File: config.mk
export PLATFORM = sky130hd
export DESIGN_NAME = adder_result_collector
export DESIGN_NICKNAME = d
export VERILOG_FILES = /design/src/rtl/adder_collector_pkg.sv /design/src/rtl/adder_collector_fifo.sv /design/src/rtl/adder_result_collector.sv
export SDC_FILE = /design/constraint.sdc
export NUM_CORES = 1
export LEC_CHECK = 0
export BUFFER_PORTS_ARGS = -buffer_cell sky130_fd_sc_hd__buf_2
export CAP_MARGIN = 20
export CORE_ASPECT_RATIO = 0.75
export CORE_UTILIZATION = 30
export DETAILED_ROUTE_END_ITERATION = 12
export MAX_ROUTING_LAYER = met4
export PLACE_DENSITY = 0.48
export SETUP_SLACK_MARGIN = 0.02
export SYNTH_ARGS = -nofsm -noshare
export SYNTH_HDL_FRONTEND = slang
export SYNTH_SLANG_ARGS = --single-unit
File: constraint.sdc
create_clock -name clk -period 9.5 [get_ports clk]
set_clock_uncertainty 0.1 [all_clocks]
set_input_delay 0 -clock clk [delete_from_list [all_inputs] [get_ports clk]]
set_output_delay 0 -clock clk [all_outputs]
set_load 0.005 [all_outputs]
File: src/rtl/adder_collector_pkg.sv
// Shared types and constants for the adder result collector: FSM states,
// result-word field offsets and internal widths.
package adder_collector_pkg;

    typedef enum logic {
        S_DATA = 1'b0,
        S_SUM  = 1'b1
    } state_t;

    localparam logic [14:0] MARKER_DEFAULT = 15'h0fff;

    localparam int ACC_W   = 24;
    localparam int CCNT_W  = 8;
    localparam int ENTRY_W = 17;

    localparam int COUT_BIT = 31;
    localparam int MARK_HI  = 30;
    localparam int MARK_LO  = 16;

endpackage

File: src/rtl/adder_collector_fifo.sv
// Synchronous show-ahead FIFO: the head entry is always presented on o_rd_data
// straight from the storage registers; a push is accepted when full if a pop happens too.
module adder_collector_fifo #(
    parameter int DEPTH   = 8,
    parameter int ENTRY_W = 17
) (
    input  logic               clk,
    input  logic               rst,
    input  logic               i_push,
    input  logic [ENTRY_W-1:0] i_data,
    input  logic               i_pop,
    output logic [ENTRY_W-1:0] o_rd_data,
    output logic               o_full,
    output logic               o_empty
);

    localparam int AW = $clog2(DEPTH);

    logic [ENTRY_W-1:0] r_mem [DEPTH];
    logic [AW:0]        r_wr_ptr;
    logic [AW:0]        r_rd_ptr;
    logic               w_do_push;
    logic               w_do_pop;

    // Pointers carry one extra wrap bit so full and empty are distinguishable.
    assign o_empty   = (r_wr_ptr == r_rd_ptr);
    assign o_full    = (r_wr_ptr[AW] != r_rd_ptr[AW]) &&
                       (r_wr_ptr[AW-1:0] == r_rd_ptr[AW-1:0]);
    assign w_do_pop  = i_pop && !o_empty;
    assign w_do_push = i_push && (!o_full || w_do_pop);
    assign o_rd_data = r_mem[r_rd_ptr[AW-1:0]];

    always_ff @(posedge clk) begin
        if (!rst) begin
            r_wr_ptr <= '0;
            r_rd_ptr <= '0;
        end else begin
            if (w_do_push) r_wr_ptr <= r_wr_ptr + (AW+1)'(1);
            if (w_do_pop)  r_rd_ptr <= r_rd_ptr + (AW+1)'(1);
        end
    end

    always_ff @(posedge clk) begin
        if (rst && w_do_push) r_mem[r_wr_ptr[AW-1:0]] <= i_data;
    end

endmodule

File: src/rtl/adder_result_collector.sv
// Collects {cout, marker, sum} adder results, buffers them and streams them out with a
// per-frame summary beat. Define ADDER_COLLECTOR_ERRCNT_EN to enable the marker check.
module adder_result_collector
    import adder_collector_pkg::*;
#(
    parameter int          WIDTH     = 32,
    parameter int          DEPTH     = 8,
    parameter int          FRAME_LEN = 4,
    parameter logic [14:0] MARKER    = MARKER_DEFAULT
) (
    input  logic             clk,
    input  logic             rst,
    input  logic [WIDTH-1:0] in_data,
    input  logic             in_valid,
    output logic [WIDTH-1:0] out_data,
    output logic             out_valid,
    input  logic             out_ready,
    output logic             out_last,
    output logic             ovf,
    output logic [7:0]       err_cnt
);

    localparam logic [7:0] LAST_BEAT = 8'(FRAME_LEN - 1);

    state_t              r_state;
    state_t              w_state_nxt;
    logic [ACC_W-1:0]    r_acc;
    logic [CCNT_W-1:0]   r_ccnt;
    logic [7:0]          r_beat;
    logic                r_ovf;
    logic                w_good;
    logic                w_full;
    logic                w_empty;
    logic                w_xfer;
    logic                w_pop;
    logic [ENTRY_W-1:0]  w_entry;
    logic [ENTRY_W-1:0]  w_head;

`ifdef ADDER_COLLECTOR_ERRCNT_EN
    logic [7:0] r_err_cnt;
    logic       w_bad;

    assign w_good = in_valid && (in_data[MARK_HI:MARK_LO] == MARKER);
    assign w_bad  = in_valid && (in_data[MARK_HI:MARK_LO] != MARKER);

    always_ff @(posedge clk) begin
        if (!rst)                          r_err_cnt <= 8'h00;
        else if (w_bad && r_err_cnt != 8'hff) r_err_cnt <= r_err_cnt + 8'd1;
    end

    assign err_cnt = r_err_cnt;
`else
    logic w_unused_marker;

    // Marker field is not checked in this build; every qualified word is good.
    assign w_good          = in_valid;
    assign w_unused_marker = ^(in_data[MARK_HI:MARK_LO] ^ MARKER);
    assign err_cnt         = 8'h00;
`endif

    assign w_entry = {in_data[COUT_BIT], in_data[15:0]};
    assign w_xfer  = out_valid && out_ready;
    assign w_pop   = (r_state == S_DATA) && w_xfer;
    assign ovf     = r_ovf;

    adder_collector_fifo #(
        .DEPTH   (DEPTH),
        .ENTRY_W (ENTRY_W)
    ) u_fifo (
        .clk       (clk),
        .rst       (rst),
        .i_push    (w_good),
        .i_data    (w_entry),
        .i_pop     (w_pop),
        .o_rd_data (w_head),
        .o_full    (w_full),
        .o_empty   (w_empty)
    );

    always_comb begin
        w_state_nxt = r_state;
        out_valid   = 1'b0;
        out_last    = 1'b0;
        out_data    = '0;
        case (r_state)
            S_DATA: begin
                out_valid = !w_empty;
                if (!w_empty) out_data = {15'h0000, w_head};
                if (w_xfer && r_beat == LAST_BEAT) w_state_nxt = S_SUM;
            end
            S_SUM: begin
                out_valid = 1'b1;
                out_last  = 1'b1;
                out_data  = {r_ccnt, r_acc};
                if (w_xfer) w_state_nxt = S_DATA;
            end
            default: w_state_nxt = S_DATA;
        endcase
    end

    always_ff @(posedge clk) begin
        if (!rst) begin
            r_state <= S_DATA;
            r_acc   <= '0;
            r_ccnt  <= '0;
            r_beat  <= '0;
            r_ovf   <= 1'b0;
        end else begin
            r_state <= w_state_nxt;
            // Overflow only when the word could not take the slot freed by a pop.
            if (w_good && w_full && !w_pop) r_ovf <= 1'b1;
            if (w_pop) begin
                r_acc  <= r_acc + ACC_W'(w_head[15:0]);
                r_ccnt <= r_ccnt + CCNT_W'(w_head[16]);
                r_beat <= (r_beat == LAST_BEAT) ? 8'd0 : r_beat + 8'd1;
            end else if (r_state == S_SUM && w_xfer) begin
                r_acc  <= '0;
                r_ccnt <= '0;
            end
        end
    end

endmodule
==> results of run 1 <==
==> synth_stat cells (9+ instances only) <==
cell type / instances
xor2_1: 12
xnor2_1: 14
a21oi_1: 24
nand2_1: 67
edfxtp_1: 136
buf_2: 9
nand3_1: 19
and2_1: 24
a22oi_1: 9
nand4_1: 9
mux2_2: 17
dfxtp_1: 53
ha_1: 21
o21ai_0: 40
mux4_2: 34
nor2_1: 28
nor2b_1: 12
clkbuf_1: 21
==> cells by family after synthesis <==
| family | synth area share (%) |
|---|---|
| muxes | 11.5 |
| other | 0.0437 |
| buffers and inverters | 2.65 |
| DFF | 59.9 |
| and+or+nand+nor | 11.2 |
| xor gates and xnor gates | 2.65 |
| adders and majority gates | 3.29 |
| AOI/OAI and AO/OA | 8.73 |
==> layout by cell type (no fill, tap or decap), types with 19 or more instances in the layout <==
cell type	instances
edfxtp_1	136
nand2_1	67
buf_2	55
dfxtp_1	51
o21ai_0	40
mux4_2	34
nor2_1	28
and2_1	24
a21oi_1	24
dlygate4sd3_1	22
ha_1	21
nand3_1	19
==> sequential cells by signal (all words and copies together) (netlist names), named ones only <==
register	count
r_acc	24
u_fifo.r_mem	136
r_beat	8
u_fifo.r_wr_ptr	4
r_state	1
r_ccnt	8
u_fifo.r_rd_ptr	4
ovf	1
==> power breakdown <==
group          leakage, nW  switching, W  internal, W  total [W]
logic                 1.59      0.000299     0.000221   0.000520
registers             1.66     0.0000245     0.000917   0.000941
clock network        0.283      0.000332     0.000372   0.000704
==> per-stage QoR <==
stage,std cells,setup WS [ns],util (%),instance area (µm²),total power (W)
finish,1127,5.32,36.0,10100,0.00217
global route,1127,4.91,36.0,10100,0.00229
global placement,1073,5.39,33.1,9300,0.00147
floorplan,659,5.98,-,8610,0.00133
detailed placement,1073,5.33,33.1,9300,0.00148
CTS,1127,5.33,36.0,10100,0.00220
==> final timing paths <==
| check | startpoint | endpoint | slack [ns] |
|---|---|---|---|
| worst max register to register | register | r_acc[22] | 5.32 |
| worst max-delay path | register | r_acc[22] | 5.32 |
| worst min register to register | r_ccnt[7] | r_ccnt[7] | 0.37 |
| worst min-delay path | in_data[10] | u_fifo.r_mem[2][10] | 0.27 |
==> per-layer routing <==
layer | track usage [%] | part of all wire (%) | up-vias
met5 | - | 0 | -
met4 | 3.72 | 0.97 | 0
met3 | 3.27 | 3.9 | 12
met2 | 22.0 | 46 | 113
met1 | 19.7 | 49 | 2739
li1 | - | - | 2597
==> cell type report <==
type,count,area (µm²)
clock inverters,14,145
flip-flops and latches,189,5150
inverters,8,30.0
fillers,2719,18000
clock buffers,18,429
repair buffers,92,608
multi-input cells,421,3250
well taps,385,482
==> repair_timing <==
action,in CTS,in global routing
setup buffers,0,0
endpoints found under the hold margin,151,0
hold buffers,22,0
resized for setup,0,0
==> worst max-delay path, delay by kind of cell, from the launching register on <==
| family | cells | cell delay (ns) |
|---|---|---|
| AOI/OAI and AO/OA | 5 | 1.68 |
| adders and majority gates | 1 | 0.41 |
| buffers and inverters | 1 | 0.55 |
| DFF | 1 | 0.31 |
| muxes | 2 | 0.90 |
| and+or+nand+nor | 1 | 0.10 |
==> reports/qor.csv, run 1 <==
stage;metric;value;unit
synth;avgSynthCellArea;13.2;µm²
timing;grt_setup_unrepaired;no;
routing;routed_via_density;4.85;
timing;slew_headroom;38.8;%
worst_setup_path;critical_path.max_stage_delay;0.59;ns
worst_setup_path;critical_path_class;register to register;
die;die_h;149;µm
layout;finalNetCount;787;
worst_setup_path;crit_path_end_kind;register;
worst_setup_path;r2r_cells;10;
timing;hold_ws;0.269;ns
timing;worst_slew_pin_slew;0.918;ns
synth;synth.top_cell.area_share;47.6;%
cts;cts_tree;done;
global_routing;overflow;0;
timing;finalCriticalPeriod;4.18;ns
worst_setup_path;critPathSlowestCell;a2111oi_0;
layout;areaGrowthSynthToFinish;17.5;%
synth;ys_async_sr_fraction;0;%
global_routing;grt_max_degree;56;
routing;dr.pass1.iters;5;
placed_design;hpwl;12.6;mm
synth;synth-seq-cells;189;
routing;vias;5461;
synth;netlist.top_cell.by_area;edfxtp_1;
timing;hold_viol;0;
placed_design;gp_congestion;0.813;
routing;routed_wl;19.6;mm
power_and_ir_drop;powerDensity;215;nW/µm²
timing;finalCritPeriodShare;44.0;%
routing;postRouteAntennaNets;0;
routing;drt_iter0_markers;432;
routing;drcViolationCount;0;
worst_setup_path;crit_fanout;34;
layout;drive_above_1_share;22.0;%
synth;synth_edf_count;136;
die;dieArea;29300;µm²
synth;synth_ff_type;edfxtp_1;
die;rows;53;
worst_hold_path;hold_path_depth;2;
timing;setup_viol;0;
synth;synth.distinct_cells;58;
placed_design;io_buffers;55;
global_routing;antenna_found_initial;0;
cts;numCtsBuffers;17;
worst_setup_path;cp.arrival;4.41;ns
worst_setup_path;crit_chain;buf_4 -> mux4_2 -> mux2_2 -> ha_1 -> nand2_2 -> a2111oi_0 -> a22oi_1 -> o21ai_2 -> o21ai_0 -> a22o_1;
cts;clock_sinks;189;
global_routing;grt_pass1_wl;30.8;mm
job;max-cap-violations;0;
synth;synth_warnings;0;
cts;h-tree-depth;4;
worst_hold_path;hp-class;input port to register;
synth;syn_inst;652;
status;status;finished, final reports clean;
die;core-area;28100;µm²
timing;tns;0;ns
worst_setup_path;critPathLaunchType;register;
timing;fmax;0.239;GHz
die;initial_core_util;30.6;%
die;num_io_pins;79;
cts;path_clk_slew;0.08;ns
synth;ys_seq_area_share;59.9;%
timing;slew_violations;0;
die;die_w;197;µm
synth;synth_area_leaders;edfxtp_1, dfxtp_1, mux4_2;
worst_setup_path;cp.required;9.74;ns
layout;antenna_cells;0;
global_routing;grt_usage;14.6;%
routing;avgRoutedWirePerCell;17.4;µm
global_routing;grt_pass1_vias;5392;
power_and_ir_drop;irDropWorstVdd;0.130;mV
cts;clkLatencyLatePin;0.44;ns
cts;clockRootBuffer;clkbuf_16;
cts;cts-root-to-sink-buffers;2;
synth;syn-cell-area;8590;µm²
power_and_ir_drop;leakage;3.53;nW
(Power assumes the default switching activity.)
==> inputs of run 2 (changes only) <==
ABC_AREA = 1   (was unset)
clock period = 4.1 ns   (was 9.5 ns; I/O delays follow)
==> reports/qor.csv, run 2 <==
stage;metric;value;unit
power_and_ir_drop;leakage;4.39;nW
routing;avgRoutedWirePerCell;15.0;µm
layout;drive_above_1_share;11.3;%
worst_setup_path;critical_path.max_stage_delay;0.83;ns
timing;hold_ws;0.258;ns
routing;dr.pass1.iters;5;
routing;drt_iter0_markers;530;
routing;vias;7164;
cts;clockRootBuffer;clkbuf_16;
worst_setup_path;crit_fanout;40;
synth;synth.top_cell.area_share;43.6;%
routing;routed_wl;23.4;mm
routing;postRouteAntennaNets;0;
worst_setup_path;crit_chain;buf_4 -> o21ai_0 -> o32ai_1 -> nand2_1 -> nand2_1 -> ha_1 -> nand2_1 -> nand3_1 -> nand2_1 -> nand2_1 -> nand2_1 -> nand2_1 -> nor2_1 -> nor2_2 -> nand2_1 -> a21oi_2;
timing;finalCriticalPeriod;3.24;ns
timing;slew_headroom;47.6;%
cts;numCtsBuffers;17;
synth;synth-seq-cells;189;
cts;clock_sinks;189;
global_routing;grt_usage;15.7;%
timing;fmax;0.309;GHz
cts;clkLatencyLatePin;0.45;ns
die;die_w;206;µm
worst_setup_path;crit_path_end_kind;register;
timing;hold_viol;0;
synth;netlist.top_cell.by_area;edfxtp_1;
worst_setup_path;critical_path_class;register to register;
synth;synth_common_cells;nand2_1, nor2_1, edfxtp_1, inv_1, dfxtp_1;
cts;cts-root-to-sink-buffers;2;
power_and_ir_drop;powerDensity;491;nW/µm²
timing;finalCritPeriodShare;78.9;%
synth;synth_warnings;0;
timing;worst_slew_pin_slew;0.786;ns
cts;path_clk_slew;0.07;ns
die;die_h;155;µm
cts;cts_tree;done;
placed_design;hpwl;15.3;mm
die;num_io_pins;79;
power_and_ir_drop;irDropWorstVdd;0.327;mV
job;max-cap-violations;0;
placed_design;placed_cell_area;10100;µm²
worst_setup_path;critPathSlowestCell;dfxtp_2;
synth;synth_ff_type;edfxtp_1;
layout;final_cell_mix;nand2_1, nor2_1, edfxtp_1, inv_1, buf_2;
placed_design;io_buffers;55;
layout;finalNetCount;1202;
synth;syn_inst;1078;
worst_hold_path;hp-class;input port to register;
worst_setup_path;critPathLaunchType;register;
worst_setup_path;rrSetupSlack;0.86;ns
synth;ys_seq_area_share;55.0;%
placed_design;gp_congestion;0.857;
cts;post_cts_resized;0;
worst_setup_path;reg2reg_to;r_acc[11];
synth;ys_async_sr_fraction;0;%
layout;largest_reg_flops;136;
routing;drcViolationCount;0;
status;status;finished, final reports clean;
timing;setup_viol;0;
global_routing;grt_pass1_wl;37.0;mm
worst_hold_path;hp-start;in_valid;
die;rows;55;
worst_setup_path;cp.required;4.29;ns
synth;syn-cell-area;9360;µm²
global_routing;grt_max_degree;69;
timing;tns;0;ns
routing;routed_via_density;4.60;
timing;slew_violations;0;
global_routing;antenna_found_initial;0;
global_routing;grt_pass1_vias;6754;
worst_hold_path;worstHoldEndpoint;ovf;
timing;grt_setup_unrepaired;no;
worst_hold_path;hold_path_depth;4;
layout;areaGrowthSynthToFinish;15.7;%
worst_setup_path;cpMostUsedCell;nand2_1;
global_routing;overflow;0;
synth;avgSynthCellArea;8.68;µm²
synth;synth_most_common_cell;nand2_1;
layout;design_area;10800;µm²
die;core-area;30400;µm²
worst_setup_path;cp.arrival;3.43;ns
worst_setup_path;r2r_cells;16;
layout;utilization;35.6;%
cts;h-tree-depth;4;
layout;antenna_cells;0;
die;initial_core_util;30.8;%
synth;synth.distinct_cells;38;
synth;synth_edf_count;136;
layout;final_common_cell;nand2_1;
synth;synth_area_leaders;edfxtp_1, nand2_1, dfxtp_1;
die;dieArea;31900;µm²
==> run 2: per-layer routing <==
layer,up-vias,part of all wire (%),global-route usage [%],routed length (µm)
met4,0,0.67,3.47,156
met1,3346,54,22.9,12700
li1,3695,-,-,-
met3,12,3.6,3.00,845
met2,111,42,22.2,9710
met5,-,0,-,0
==> run 2: stage by stage <==
stage,setup WS [ns],total power [W],std cells
6_report,0.865,0.00531,1556
5_1_grt,0.500,0.00564,1556
4_1_cts,0.802,0.00537,1556
3_5_place_dp,0.816,0.00372,1504
3_3_place_gp,0.837,0.00372,1504
2_1_floorplan,1.23,0.00329,1085
==> run 2: cell families after synthesis <==
group,after synthesis,share of synthesized area (%)
other,1,0.0401
AND/OR/NAND/NOR,566,24.7
adder cells (fa/ha/maj),22,3.02
buffers and inverters,147,6.78
AO/OA/AOI/OAI,137,8.92
flip-flops,189,55.0
XOR/XNOR,16,1.58
==> run 2: final cells by class <==
type	instances	area, µm²
fillers	3180	19600
well taps	399	499
flip-flops and latches	189	5150
inverters	95	359
multi-input cells	749	3640
repair buffers	92	616
clock inverters	14	133
clock buffers	18	429
==> run 2: worst max path at each step <==
stage	end	startpoint	slack, ns
final	r_acc[11]	register	0.86
after floorplan	u_fifo.r_mem[4][0]	u_fifo.r_wr_ptr[0]	1.23
after global placement	r_acc[20]	register	0.84
after global routing	r_acc[20]	register	0.50
after detailed placement	r_acc[20]	register	0.82
after CTS	r_acc[20]	register	0.80
==> run 2: worst max-delay path, delay by kind of cell (launching register included) <==
kind            cells  cell delay [ns]
flops               1             0.83
compound gates      3             0.35
simple gates       11             1.18
fa+ha+maj           1             0.30
buf+inv             1             0.32
==> run 2: repair_timing <==
action	CTS	global route
hold buffers	20	0
buffers inserted	0	0
endpoints found under the hold margin	152	0
==> run 2: power by group <==
group / total [W] / internal (W) / switching [W]
sequential: 0.00220 / 0.00212 / 0.0000824
combinational: 0.00148 / 0.000499 / 0.000982
clock: 0.00163 / 0.000852 / 0.000776
